[config.mk]
export PLATFORM = sky130hd
export DESIGN_NAME = sha256_msg_padder
export DESIGN_NICKNAME = d
export VERILOG_FILES = /design/src/rtl/sha256_pkg.sv /design/src/rtl/sha256_msg_padder.sv
export SDC_FILE = /design/constraint.sdc
export NUM_CORES = 1
export LEC_CHECK = 0
export ABC_AREA = 1
export ABC_CLOCK_PERIOD_IN_PS = 5300
export BUFFER_PORTS_ARGS = -buffer_cell sky130_fd_sc_hd__buf_2
export CAP_MARGIN = 20
export CORE_ASPECT_RATIO = 1.4
export CORE_MARGIN = 3
export CORE_UTILIZATION = 26
export CTS_CLUSTER_SIZE = 12
export DETAILED_ROUTE_END_ITERATION = 6
export HOLD_SLACK_MARGIN = 0.1
export PLACE_DENSITY = 0.4
export SYNTH_ARGS = -nofsm -noshare
export SYNTH_HDL_FRONTEND = slang
export SYNTH_SLANG_ARGS = --single-unit
[constraint.sdc]
create_clock -name clk -period 5.3 [get_ports clk]
set_input_delay 0 -clock clk [delete_from_list [all_inputs] [get_ports clk]]
set_output_delay 0 -clock clk [all_outputs]
set_load 0.01 [all_outputs]
[src/rtl/sha256_pkg.sv]
// rtl/sha256_pkg.sv - shared constants, state encoding and word helpers for the SHA-256 message padder
package sha256_pkg;

    localparam int WORDS_PER_BLOCK = 16;
    localparam int IDX_W           = $clog2(WORDS_PER_BLOCK);

    localparam logic [IDX_W-1:0] LEN_HI_IDX = IDX_W'(14);
    localparam logic [31:0]      PAD_MARKER = 32'h8000_0000;

    typedef enum logic [2:0] {
        ST_PASS,
        ST_MARK,
        ST_ZERO,
        ST_LEN_HI,
        ST_LEN_LO
    } pad_state_e;

    // Keep the leading n bytes of d, put the 0x80 marker in byte n, clear the rest.
    function automatic logic [31:0] pad_partial(input logic [31:0] d, input logic [1:0] n);
        logic [31:0] w;
        case (n)
            2'd1:    w = {d[31:24], 8'h80, 16'h0000};
            2'd2:    w = {d[31:16], 8'h80, 8'h00};
            default: w = {d[31:8], 8'h80};
        endcase
        return w;
    endfunction

    // Once the word at slot idx has been emitted, zero-fill unless idx is the last
    // slot before the length words.
    function automatic pad_state_e after_pad_word(input logic [IDX_W-1:0] idx);
        return (idx == LEN_HI_IDX - IDX_W'(1)) ? ST_LEN_HI : ST_ZERO;
    endfunction

endpackage

[src/rtl/sha256_msg_padder.sv]
// rtl/sha256_msg_padder.sv - FIPS 180-4 padding of a byte message into a 32-bit word stream for a SHA-256 core
module sha256_msg_padder
    import sha256_pkg::*;
(
    input  logic        clk,
    input  logic        rst,
    input  logic [31:0] s_data,
    input  logic        s_valid,
    output logic        s_ready,
    input  logic        s_last,
    input  logic [2:0]  s_bytes,
    output logic [31:0] input_data,
    output logic        input_valid,
    input  logic        input_ready,
    output logic        last_word
);

    pad_state_e       state, state_nxt;
    logic [IDX_W-1:0] word_idx;
    logic [IDX_W-1:0] slot_idx;
    logic [63:0]      bit_cnt, bit_cnt_nxt;
    logic [31:0]      data_nxt;
    logic             last_nxt;
    logic             load;
    logic             slot_free;
    logic             accept;
    logic             xfer;

    assign xfer      = input_valid && input_ready;
    assign slot_free = !input_valid || input_ready;
    // A word loaded now lands one slot after the word draining this cycle.
    assign slot_idx  = input_valid ? word_idx + IDX_W'(1) : word_idx;
    assign s_ready   = rst && (state == ST_PASS) && slot_free;
    assign accept    = s_valid && s_ready;

    always_comb begin
        state_nxt   = state;
        bit_cnt_nxt = bit_cnt;
        data_nxt    = 32'h0;
        last_nxt    = 1'b0;
        load        = 1'b0;
        case (state)
            ST_PASS: begin
                if (accept) begin
                    load = 1'b1;
                    if (!s_last) begin
                        data_nxt    = s_data;
                        bit_cnt_nxt = bit_cnt + 64'd32;
                    end else if (s_bytes == 3'd0) begin
                        data_nxt  = PAD_MARKER;
                        state_nxt = after_pad_word(slot_idx);
                    end else if (s_bytes < 3'd4) begin
                        data_nxt    = pad_partial(s_data, s_bytes[1:0]);
                        bit_cnt_nxt = bit_cnt + {58'd0, s_bytes, 3'b000};
                        state_nxt   = after_pad_word(slot_idx);
                    end else begin
                        data_nxt    = s_data;
                        bit_cnt_nxt = bit_cnt + 64'd32;
                        state_nxt   = ST_MARK;
                    end
                end
            end
            ST_MARK: begin
                if (slot_free) begin
                    load      = 1'b1;
                    data_nxt  = PAD_MARKER;
                    state_nxt = after_pad_word(slot_idx);
                end
            end
            ST_ZERO: begin
                if (slot_free) begin
                    load      = 1'b1;
                    data_nxt  = 32'h0;
                    state_nxt = after_pad_word(slot_idx);
                end
            end
            ST_LEN_HI: begin
                if (slot_free) begin
                    load      = 1'b1;
                    data_nxt  = bit_cnt[63:32];
                    state_nxt = ST_LEN_LO;
                end
            end
            ST_LEN_LO: begin
                if (slot_free) begin
                    load        = 1'b1;
                    data_nxt    = bit_cnt[31:0];
                    last_nxt    = 1'b1;
                    bit_cnt_nxt = 64'd0;
                    state_nxt   = ST_PASS;
                end
            end
            default: state_nxt = ST_PASS;
        endcase
    end

    always_ff @(posedge clk or negedge rst) begin
        if (!rst) begin
            state       <= ST_PASS;
            word_idx    <= '0;
            bit_cnt     <= 64'd0;
            input_valid <= 1'b0;
            input_data  <= 32'h0;
            last_word   <= 1'b0;
        end else begin
            state   <= state_nxt;
            bit_cnt <= bit_cnt_nxt;
            if (xfer) begin
                word_idx <= word_idx + IDX_W'(1);
            end
            if (load) begin
                input_valid <= 1'b1;
                input_data  <= data_nxt;
                last_word   <= last_nxt;
            end else if (xfer) begin
                input_valid <= 1'b0;
                last_word   <= 1'b0;
            end
        end
    end

endmodule

==> run summary <==
Status = finished, final reports clean
Netlist Area Pre-Place = 7750 sq um
Post-detail-place hpwl = 26600 microns
Count leader, synth = nand2_1
Largest net degree at the start of global routing = 69
Setup TNS = 0 ns
Starting Density = 26.5%
Root Driver = clkbuf_16
Worst R2R End = bit_cnt[16]
Worst Hold Path Cells = 4
Row count = 74
Slowest cell delay on critical path = 0.70 ns
Slew @ Worst Pin = 0.992 ns
Clk sink count = 102
Main synth FF type = dfrtp_1
Initial antenna violation count = 0
Area contributors post-synth = dfrtp_1, nand2_1, nor2_1
Critical path peak fanout = 37
Hold Crit Class = in -> reg
EDFF count, synth = 0
Hold Slack = 0.114 ns
Minimum clock period = 3.00 ns
Worst hold endpoint = bit_cnt[4]
Synthesized instance count = 1265
CTS tree = yes
Relative slew slack = 33.9%
IR drop worst, VDD = 0.201 mV
Post-synth ARST share = 100%
Worst skew pair latency = 0.39 ns
Worst Setup Start Kind = input pin
GRT Total Usage = 21.5%
Worst reg2reg path depth = 10
Area grow syn2layout = 17.8%
Slowest CP cell = inv_2
Worst-path cell chain = dlygate4sd3_1, buf_4, inv_1, o31ai_2, nand3_4, inv_2, nand2_2, a21oi_1, nand3_1, nand2_1
Die height = 210 microns
Final #Nets = 1407
Overflow after GRT = 0
Crit end category = register
CTS Buffer Depth = 2
Max-slew violation count = 0
Post-CTS Setup Repair Bufs = 0
Pwr dens = 412 nW/um^2
Port-buffer cells = 74
Post-CTS sizing = 0
Inserted Clock Buffers = 9
Iter 0 DRT Violations = 574
Yosys top cell area share = 32.9%
# setup viols final = 0
Vias = 8618
Reg2reg setup slack = 2.31 ns
# IOs = 75
Post-route clock period utilization = 56.7%
Max frequency = 333 MHz
CP bufs+invs = 4
Vias per Instance = 4.94
Number of hold buffers added after cts = 36
Routability cong. = 0.953
Worst setup path class = in -> reg
Diode count = 0
Worst Hold Launch = s_bytes[1]
Worst Skew = 0.0154 ns
Worst flop-to-flop path startpoint = bit_cnt[5]
Routed WL = 34400 microns
Max-cap violations = 0
Vias in the first global route = 8349
Post-synthesis net count = 1314
Leakage = 0.00429 uW
Synth area leader = dfrtp_1
Cell variety after synth = 38
Commonest cells in the synthesized netlist = nand2_1, nor2_1, nand3_1, inv_1, dfrtp_1
RSZ-0062 raised after global routing = no
Clock-pin slew on the worst setup and hold paths = 0.08 ns
Synthesized area per cell = 6.13 sq um
DRC viols = 0
Yosys Warn Count = 0
Fillers = 3359
Final ANT Viol Nets = 0
Core area = 29300 sq um
Routed wire per std cell = 19.8 microns
Share of layout cells above drive strength 1 = 9.10%
CP required = 5.62 ns
Synth Register Bits = 102
Global-route wire length before repair = 52500 microns
Die area = 31900 sq um
Width of the die = 152 microns
Max H-tree Level = 3
Final Hold Vio Count = 0
Register area share after synthesis = 32.9%
Top Family by Delay on Critical Path = buffers and inverters
1st-pass router iterations = 7
CP arrival = 3.32 ns
final cells by class:
| class | instances | area (sq um) | share of cell area (%) |
|---|---|---|---|
| Clock buffer | 10 | 229 | 2.51 |
| Clock inverter | 6 | 66.3 | 0.726 |
| Tap cell | 380 | 475 | 5.21 |
| Sequential cell | 102 | 2550 | 28.0 |
| Inverter | 126 | 473 | 5.18 |
| Timing Repair Buffer | 115 | 771 | 8.44 |
| Multi-Input combinational cell | 1004 | 4560 | 50.0 |
worst max-delay path by stage:
stage                          start          end  slack (ns)  cells after the start
after floorplan           bit_cnt[5]  bit_cnt[16]        3.33                      9
after global placement    s_bytes[2]  bit_cnt[41]        2.25                     12
after detailed placement  s_bytes[2]  bit_cnt[52]        2.18                     12
after CTS                        rst  bit_cnt[52]        2.24                     10
after global routing             rst  bit_cnt[52]        1.93                     10
final                            rst  bit_cnt[52]        2.30                     10
report_power, final:
part / leakage [uW] / total [uW] / internal [uW] / switching [uW]
sequential: 0.00134 / 1460 / 1060 / 409
combinational: 0.00281 / 1570 / 491 / 1080
clock: 0.000148 / 729 / 371 / 358
routing by layer:
metal | vias to the layer above | share of wire [%] | track usage [%]
met5 | - | 0 | 0
met4 | 0 | 2.3 | 6.42
met3 | 39 | 3.6 | 2.38
met2 | 243 | 50 | 38.3
met1 | 4067 | 44 | 27.4
li1 | 4269 | - | -
registers in the layout, indices dropped and copies added (netlist names):
| register | flops |
|---|---|
| input_valid | 1 |
| input_data | 32 |
| word_idx | 4 |
| bit_cnt | 61 |
| last_word | 1 |
| state | 3 |
per-stage QoR:
step | total power (uW) | cells | worst slack [ns] | instance area, sq um | util [%]
floorplan | 2390 | 1265 | 3.33 | 7750 | -
global placement | 3040 | 1691 | 2.25 | 8480 | 29.0
detailed placement | 3040 | 1691 | 2.18 | 8480 | 29.0
CTS | 3800 | 1743 | 2.24 | 9130 | 31.2
global route | 4060 | 1743 | 1.93 | 9130 | 31.2
finish | 3760 | 1743 | 2.30 | 9130 | 31.2
cell usage in the layout, fill, tap and decap left out, types with 5 or more instances in the layout:
| cell | n |
|---|---|
| nand2_1 | 433 |
| nor2_1 | 214 |
| nand3_1 | 150 |
| inv_1 | 118 |
| dfrtp_1 | 102 |
| buf_2 | 73 |
| o21ai_0 | 60 |
| dlygate4sd3_1 | 36 |
| nand4_1 | 29 |
| a21oi_1 | 27 |
| a22oi_1 | 14 |
| nor3_1 | 9 |
| o2111ai_1 | 9 |
| clkbuf_16 | 9 |
| nor2_2 | 8 |
| xor2_1 | 8 |
| ha_1 | 8 |
| inv_2 | 7 |
| buf_4 | 6 |
| o211ai_1 | 5 |
logic make-up after synthesis:
| kind of cell | count (synthesis) | share of synthesized area [%] |
|---|---|---|
| AOI/OAI and AO/OA | 124 | 9.48 |
| buffers and inverters | 159 | 8.15 |
| adders and majority gates | 9 | 1.55 |
| xor gates and xnor gates | 10 | 1.13 |
| DFF | 102 | 32.9 |
| and+or+nand+nor | 861 | 46.7 |
worst min-delay path, delay by kind of cell:
kind                     cells  cell delay [ns]
buffers and inverters        1             0.14
AND/OR/NAND/NOR              2             0.15
adder cells (fa/ha/maj)      1             0.18
Power figures use the tool's default switching activity.
